--- config.mk ---
export PLATFORM = sky130hd
export DESIGN_NAME = pcrel_unit
export DESIGN_NICKNAME = d
export VERILOG_FILES = /design/src/rtl/pcrel_unit.sv
export SDC_FILE = /design/constraint.sdc
export NUM_CORES = 1
export LEC_CHECK = 0
export BUFFER_PORTS_ARGS = -buffer_cell sky130_fd_sc_hd__buf_2
export CAP_MARGIN = 20
export CORE_MARGIN = 2
export CORE_UTILIZATION = 35
export DETAILED_ROUTE_END_ITERATION = 8
export SKIP_CTS_REPAIR_TIMING = 1
export SYNTH_ARGS = -nofsm -noshare
export SYNTH_HDL_FRONTEND = slang
export SYNTH_SLANG_ARGS = --single-unit
--- constraint.sdc ---
create_clock -name clk -period 7.5 [get_ports clk]
set_input_delay 0.375 -clock clk [delete_from_list [all_inputs] [get_ports clk]]
set_output_delay 0.375 -clock clk [all_outputs]
set_load 0.02 [all_outputs]
--- src/rtl/pcrel_unit.sv ---
// pcrel_unit
//   PC-relative execute block: AUIPC, JAL, JALR and conditional branches,
//   with compressed-instruction link addresses, target-alignment and
//   illegal-funct3 exceptions, followed by a DEPTH-entry result FIFO with
//   valid/ready handshakes on both sides.
//
// Parameters
//   XLEN   datapath / address width
//   DEPTH  result queue entries (power of two, >= 1)
//   C_EXT  1: 2-byte target alignment and 16-bit instructions allowed
//          0: 4-byte target alignment, 16-bit instructions are illegal
//
// Ports
//   clk, rst            clock; asynchronous active-low reset
//   flush               synchronous kill of all queued results
//   in_valid/in_ready   issue handshake; in_ready = (count < DEPTH)
//   in_op               00 AUIPC, 01 JAL, 10 BRANCH, 11 JALR
//   in_funct3           branch condition
//   in_pc, in_imm       instruction address, sign-extended immediate
//   in_rs1_val/rs2_val  operands
//   in_rd, in_clen      destination index, instruction is 16-bit
//   out_valid/out_ready result handshake, head of queue
//   out_rd_idx/rd_val   writeback index and value
//   out_br_valid/target redirect request and address
//   out_ex_valid/cause  exception (0 misaligned target, 2 illegal)
module pcrel_unit #(
    parameter int XLEN  = 32,
    parameter int DEPTH = 2,
    parameter bit C_EXT = 1'b1
) (
    input  logic            clk,
    input  logic            rst,
    input  logic            flush,
    input  logic            in_valid,
    output logic            in_ready,
    input  logic [1:0]      in_op,
    input  logic [2:0]      in_funct3,
    input  logic [XLEN-1:0] in_pc,
    input  logic [XLEN-1:0] in_imm,
    input  logic [XLEN-1:0] in_rs1_val,
    input  logic [XLEN-1:0] in_rs2_val,
    input  logic [4:0]      in_rd,
    input  logic            in_clen,
    output logic            out_valid,
    input  logic            out_ready,
    output logic [4:0]      out_rd_idx,
    output logic [XLEN-1:0] out_rd_val,
    output logic            out_br_valid,
    output logic [XLEN-1:0] out_br_target,
    output logic            out_ex_valid,
    output logic [3:0]      out_ex_cause
);

    typedef enum logic [1:0] {
        OP_AUIPC  = 2'b00,
        OP_JAL    = 2'b01,
        OP_BRANCH = 2'b10,
        OP_JALR   = 2'b11
    } op_e;

    localparam int EW = 5 + XLEN + 1 + XLEN + 1 + 4;
    localparam int PW = (DEPTH > 1) ? $clog2(DEPTH) : 1;
    localparam int CW = $clog2(DEPTH + 1);

    // ------------------------------------------------------------------
    // Combinational result computation
    // ------------------------------------------------------------------
    op_e             op;
    logic [XLEN-1:0] link;
    logic [XLEN-1:0] pc_imm;
    logic [XLEN-1:0] jalr_sum;
    logic [XLEN-1:0] target;
    logic [XLEN-1:0] res_val;
    logic            cond;
    logic            bad_f3;
    logic            taken;
    logic            illegal;
    logic            misaligned;
    logic            res_ex;
    logic            res_br;
    logic [3:0]      res_cause;
    logic            eq;
    logic            lt;
    logic            ltu;

    assign op = op_e'(in_op);

    always_comb begin
        link     = in_pc + (in_clen ? XLEN'(2) : XLEN'(4));
        pc_imm   = in_pc + in_imm;
        jalr_sum = in_rs1_val + in_imm;

        eq  = (in_rs1_val == in_rs2_val);
        lt  = ($signed(in_rs1_val) < $signed(in_rs2_val));
        ltu = (in_rs1_val < in_rs2_val);

        cond   = 1'b0;
        bad_f3 = 1'b0;
        case (in_funct3)
            3'b000:  cond = eq;
            3'b001:  cond = !eq;
            3'b100:  cond = lt;
            3'b101:  cond = !lt;
            3'b110:  cond = ltu;
            3'b111:  cond = !ltu;
            default: bad_f3 = 1'b1;
        endcase

        target = (op == OP_JALR) ? {jalr_sum[XLEN-1:1], 1'b0} : pc_imm;

        case (op)
            OP_JAL, OP_JALR: taken = 1'b1;
            OP_BRANCH:       taken = cond && !bad_f3;
            default:         taken = 1'b0;
        endcase

        illegal    = ((op == OP_BRANCH) && bad_f3) || (in_clen && !C_EXT);
        // Only a redirect that actually happens can fault on alignment.
        misaligned = taken && (C_EXT ? target[0] : (target[1:0] != 2'b00));
        res_ex     = illegal || misaligned;
        res_cause  = illegal ? 4'd2 : 4'd0;
        res_br     = taken && !res_ex;

        case (op)
            OP_AUIPC:        res_val = pc_imm;
            OP_JAL, OP_JALR: res_val = link;
            default:         res_val = '0;
        endcase
        if (res_ex) begin
            res_val = '0;
        end
    end

    // ------------------------------------------------------------------
    // Result queue
    // ------------------------------------------------------------------
    logic [EW-1:0]   mem [DEPTH];
    logic [PW-1:0]   wr_ptr;
    logic [PW-1:0]   rd_ptr;
    logic [CW-1:0]   count;
    logic            push;
    logic            pop;
    logic [EW-1:0]   wr_entry;
    logic [EW-1:0]   head;

    function automatic logic [PW-1:0] ptr_next(input logic [PW-1:0] p);
        return (p == PW'(DEPTH - 1)) ? '0 : p + 1'b1;
    endfunction

    assign in_ready  = (count < CW'(DEPTH));
    assign out_valid = (count != '0);
    assign push      = in_valid && in_ready;
    assign pop       = out_valid && out_ready;
    assign wr_entry  = {in_rd, res_val, res_br, target, res_ex, res_cause};

    always_ff @(posedge clk or negedge rst) begin
        if (!rst) begin
            wr_ptr <= '0;
            rd_ptr <= '0;
            count  <= '0;
        end else if (flush) begin
            wr_ptr <= '0;
            rd_ptr <= '0;
            count  <= '0;
        end else begin
            if (push) begin
                wr_ptr <= ptr_next(wr_ptr);
            end
            if (pop) begin
                rd_ptr <= ptr_next(rd_ptr);
            end
            case ({push, pop})
                2'b10:   count <= count + CW'(1);
                2'b01:   count <= count - CW'(1);
                default: count <= count;
            endcase
        end
    end

    // Storage needs no reset: outputs are masked whenever the queue is empty.
    always_ff @(posedge clk) begin
        if (push && !flush) begin
            mem[wr_ptr] <= wr_entry;
        end
    end

    assign head = out_valid ? mem[rd_ptr] : '0;

    assign {out_rd_idx, out_rd_val, out_br_valid, out_br_target,
            out_ex_valid, out_ex_cause} = head;

endmodule

==> results.md <==
- Layout Nets: approximately 1600
- Clk pwr share: about 32%
- Initial core utilization: a little over a third
- Vias in the first global route: around 8500
- Core Box Area: roughly 0.03 sq mm
- Ys async rst share: roughly 2.7%
- Gr usage total: 18.3%
- H-tree levels: 4
- Drt drc: 0
- Share of layout cells above drive strength 1: 22.3%
- Die area: about 0.033 sq mm
- Avg WL per Cell: ~18 microns
- Skew final: 0.00956 ns
- Fin crit period: 3.06 ns
- Internal power: roughly 1.7 mW
- Synth Cell Area: approximately 0.011 sq mm
- First-pass GRT wire length: around 47 mm
- P_leak: 5.60 nW
- Via density: between 5 and 6
- Logic pwr share: 28.3%
- Most used DFF post-synth: edfxtp_1
- Synth Register Bits: approximately 150
- Synth warnings: 0
- DPL Wire Length: roughly 24 mm
- Sw Share: about a third
- Die X: ~180 microns
- Root Buffer Master: clkbuf_16
- Clock Latency Late Sink: 0.42 ns
- Port bufs: around 220
- Final hold violations: 0
- Setup violators final: 0
- GRT overflow: 0
- CTS tree: yes
- Synth area leaders: edfxtp_1 39%, ha_1 11%, mux2i_1 7.7%, nor2_1 4.2%, xnor2_1 3.6%
- Post-Route WL: between 30 and 40 mm
- Required time of the critical path: slightly below 8 ns
- Total CTS buffers: 17
- WS Path Type: in2reg
- # rows: 64
- Crit path capture type: flop
- Syn-to-layout area delta: 19.2%
- Slew Viols, Final: 0
- Hold Path Class: in2reg
- CP arrival: approximately 3.3 ns
- RSZ-0062 raised after global routing: no
- Post-synth top area cell: edfxtp_1
- Via count: 8879
- Initial antenna violation count: 6
- Filler instances: between 3000 and 4000
- Non-Filler Instances: around 1700
- Sw power: approximately 0.8 mW
- Initial DRC Count: 495
- Reg clk slew, reported paths: about 0.07 ns
- Worst VDD drop: between 0.00015 and 0.0002 V
- CP Max Fanout: 25
- Avg Cell Area, Syn: 9.98 sq um
- Placed Instances: roughly 1700
- Sequential-to-total area share from yosys stat: between 40% and 50%
- Largest net degree at the start of global routing: 73
- GPL Wtd Cong: between 0.8 and 0.9
- Total power: 2.52 mW
- Post-synthesis instance total: between 1000 and 1500
- Cell variety after synth: 67
- DR pass1 iterations: 5
- Clock Tree Buf Depth: 2
- Die height: ~180 microns
- Startpoint Class: input pin
- Pwr dens: 193 mW/mm^2
- Antenna Nets Post-Route: 0
- Post-synth EDFFs: between 100 and 150
- Setup_tns: 0 ns
- Maxcap violations: 0
- Status: complete, no violations
- Slew HR: between 30% and 40%
- Post-route clock period utilization: 40.8%
- Top-area cell type share of the netlist area: 39.4%
- Highest clock rate: around 330 MHz
- Flop pwr share: roughly 40%
- Clock sinks: 148
- Tightest Pin Transition: roughly 1.0 ns
- Number of top-level pins: ~220
-- cells by family (layout without fill, tap and decap cells) --
group	Yosys count	count (layout)	synth area share, %
other	1	9	0.0341
buffers and inverters	93	314	3.43
AOI/OAI and AO/OA	266	266	16.3
DFF	148	148	40.3
xor gates and xnor gates	88	88	7.01
muxes	86	86	7.89
adders and majority gates	98	98	11.4
and+or+nand+nor	321	321	13.7
-- worst max-delay path, cell delays in order --
cell and delay [ns]:
buf_2 0.12, ha_1 0.30, a21o_1 0.18, a21o_1 0.17, a21oi_1 0.24, o311ai_1 0.16, a211oi_2 0.30, o21ai_1 0.15
mux2_4 0.31, a311oi_2 0.38, o21ai_2 0.10, buf_4 0.26, a21oi_1 0.24
-- power groups by stage --
stage / Combinational (mW) / Clock (mW) / Sequential, mW
floorplan: 0.483 / 0 / 1.01
global placement: 0.702 / 0 / 1.01
detailed placement: 0.710 / 0 / 1.02
CTS: 0.712 / 0.826 / 0.999
global route: 0.788 / 0.864 / 1.00
finish: 0.714 / 0.810 / 0.998
-- cell usage in the layout, fill, tap and decap left out, types with 10 or more instances in the layout --
cell type / count
a211oi_1: 12
a21o_1: 43
a21oi_1: 62
a22oi_1: 22
buf_2: 217
buf_4: 10
clkbuf_16: 17
edfxtp_1: 144
ha_1: 95
inv_1: 54
mux2i_1: 84
nand2_1: 70
nand2b_1: 13
nand3_1: 20
nand4_1: 22
nor2_1: 122
nor2b_1: 11
nor3_1: 16
o21a_1: 12
o21ai_0: 44
xnor2_1: 45
xor2_1: 43
-- worst paths after layout --
kind / cells past startpoint / start / end / slack (ns)
worst max register to register: 4 / count[1] / mem[0][65] / 5.48
max in group asynchronous: 2 / rst / rd_ptr / 7.08
worst max-delay path: 13 / in_rs1_val[17] / mem[0][66] / 4.44
min in group asynchronous: 2 / rst / count[1] / 0.29
worst min register to register: 2 / wr_ptr / wr_ptr / 0.60
worst min-delay path: 1 / in_rd[4] / mem[1][72] / 0.16
-- cell usage after synthesis, drive strengths merged, types with 12 or more instances --
library cell and n:
a211oi 15, a21o 43, a21oi 63, a22oi 22, buf 12, clkbuf 27, edfxtp 144, ha 95
inv 54, mux2i 84, nand2 71, nand2b 13, nand3 20, nand4 22, nor2 132, nor3 17
o21a 12, o21ai 53, xnor2 45, xor2 43
-- layer usage --
| metal | up-vias | global-route usage, % | wire length (microns) |
|---|---|---|---|
| li1 | 4499 | - | - |
| met1 | 4153 | 25.6 | 15100 |
| met2 | 203 | 29.9 | 13900 |
| met3 | 24 | 2.16 | 1060 |
| met4 | 0 | 4.81 | 467 |
| met5 | - | 0 | 0 |
-- sequential cells by signal (all words and copies together) (netlist names) --
register  cells
wr_ptr        1
count         2
rd_ptr        1
mem         144
-- stage by stage --
step	hold slack, ns	util (%)	setup WS (ns)	cell area (sq um)
3_5_place_dp	0.186	40.7	3.94	12500
2_1_floorplan	0.0794	-	0.900	11000
4_1_cts	-0.268	42.5	4.38	13100
5_1_grt	0.142	42.6	4.22	13100
3_3_place_gp	0.186	40.7	4.05	12500
6_report	0.156	42.6	4.44	13100
-- cell type report --
cell class              instances  area, sq um  area share [%]
multi-input cells             862         6210            47.4
flip-flops and latches        148         4430            33.8
repair buffers                228         1170            8.94
well taps                     396          495            3.78
clock buffers                  17          425            3.25
inverters                      54          203            1.55
clock inverters                15          146            1.12
diodes                          6         15.0           0.115
Note: power is estimated with default switching activity, not from simulation.
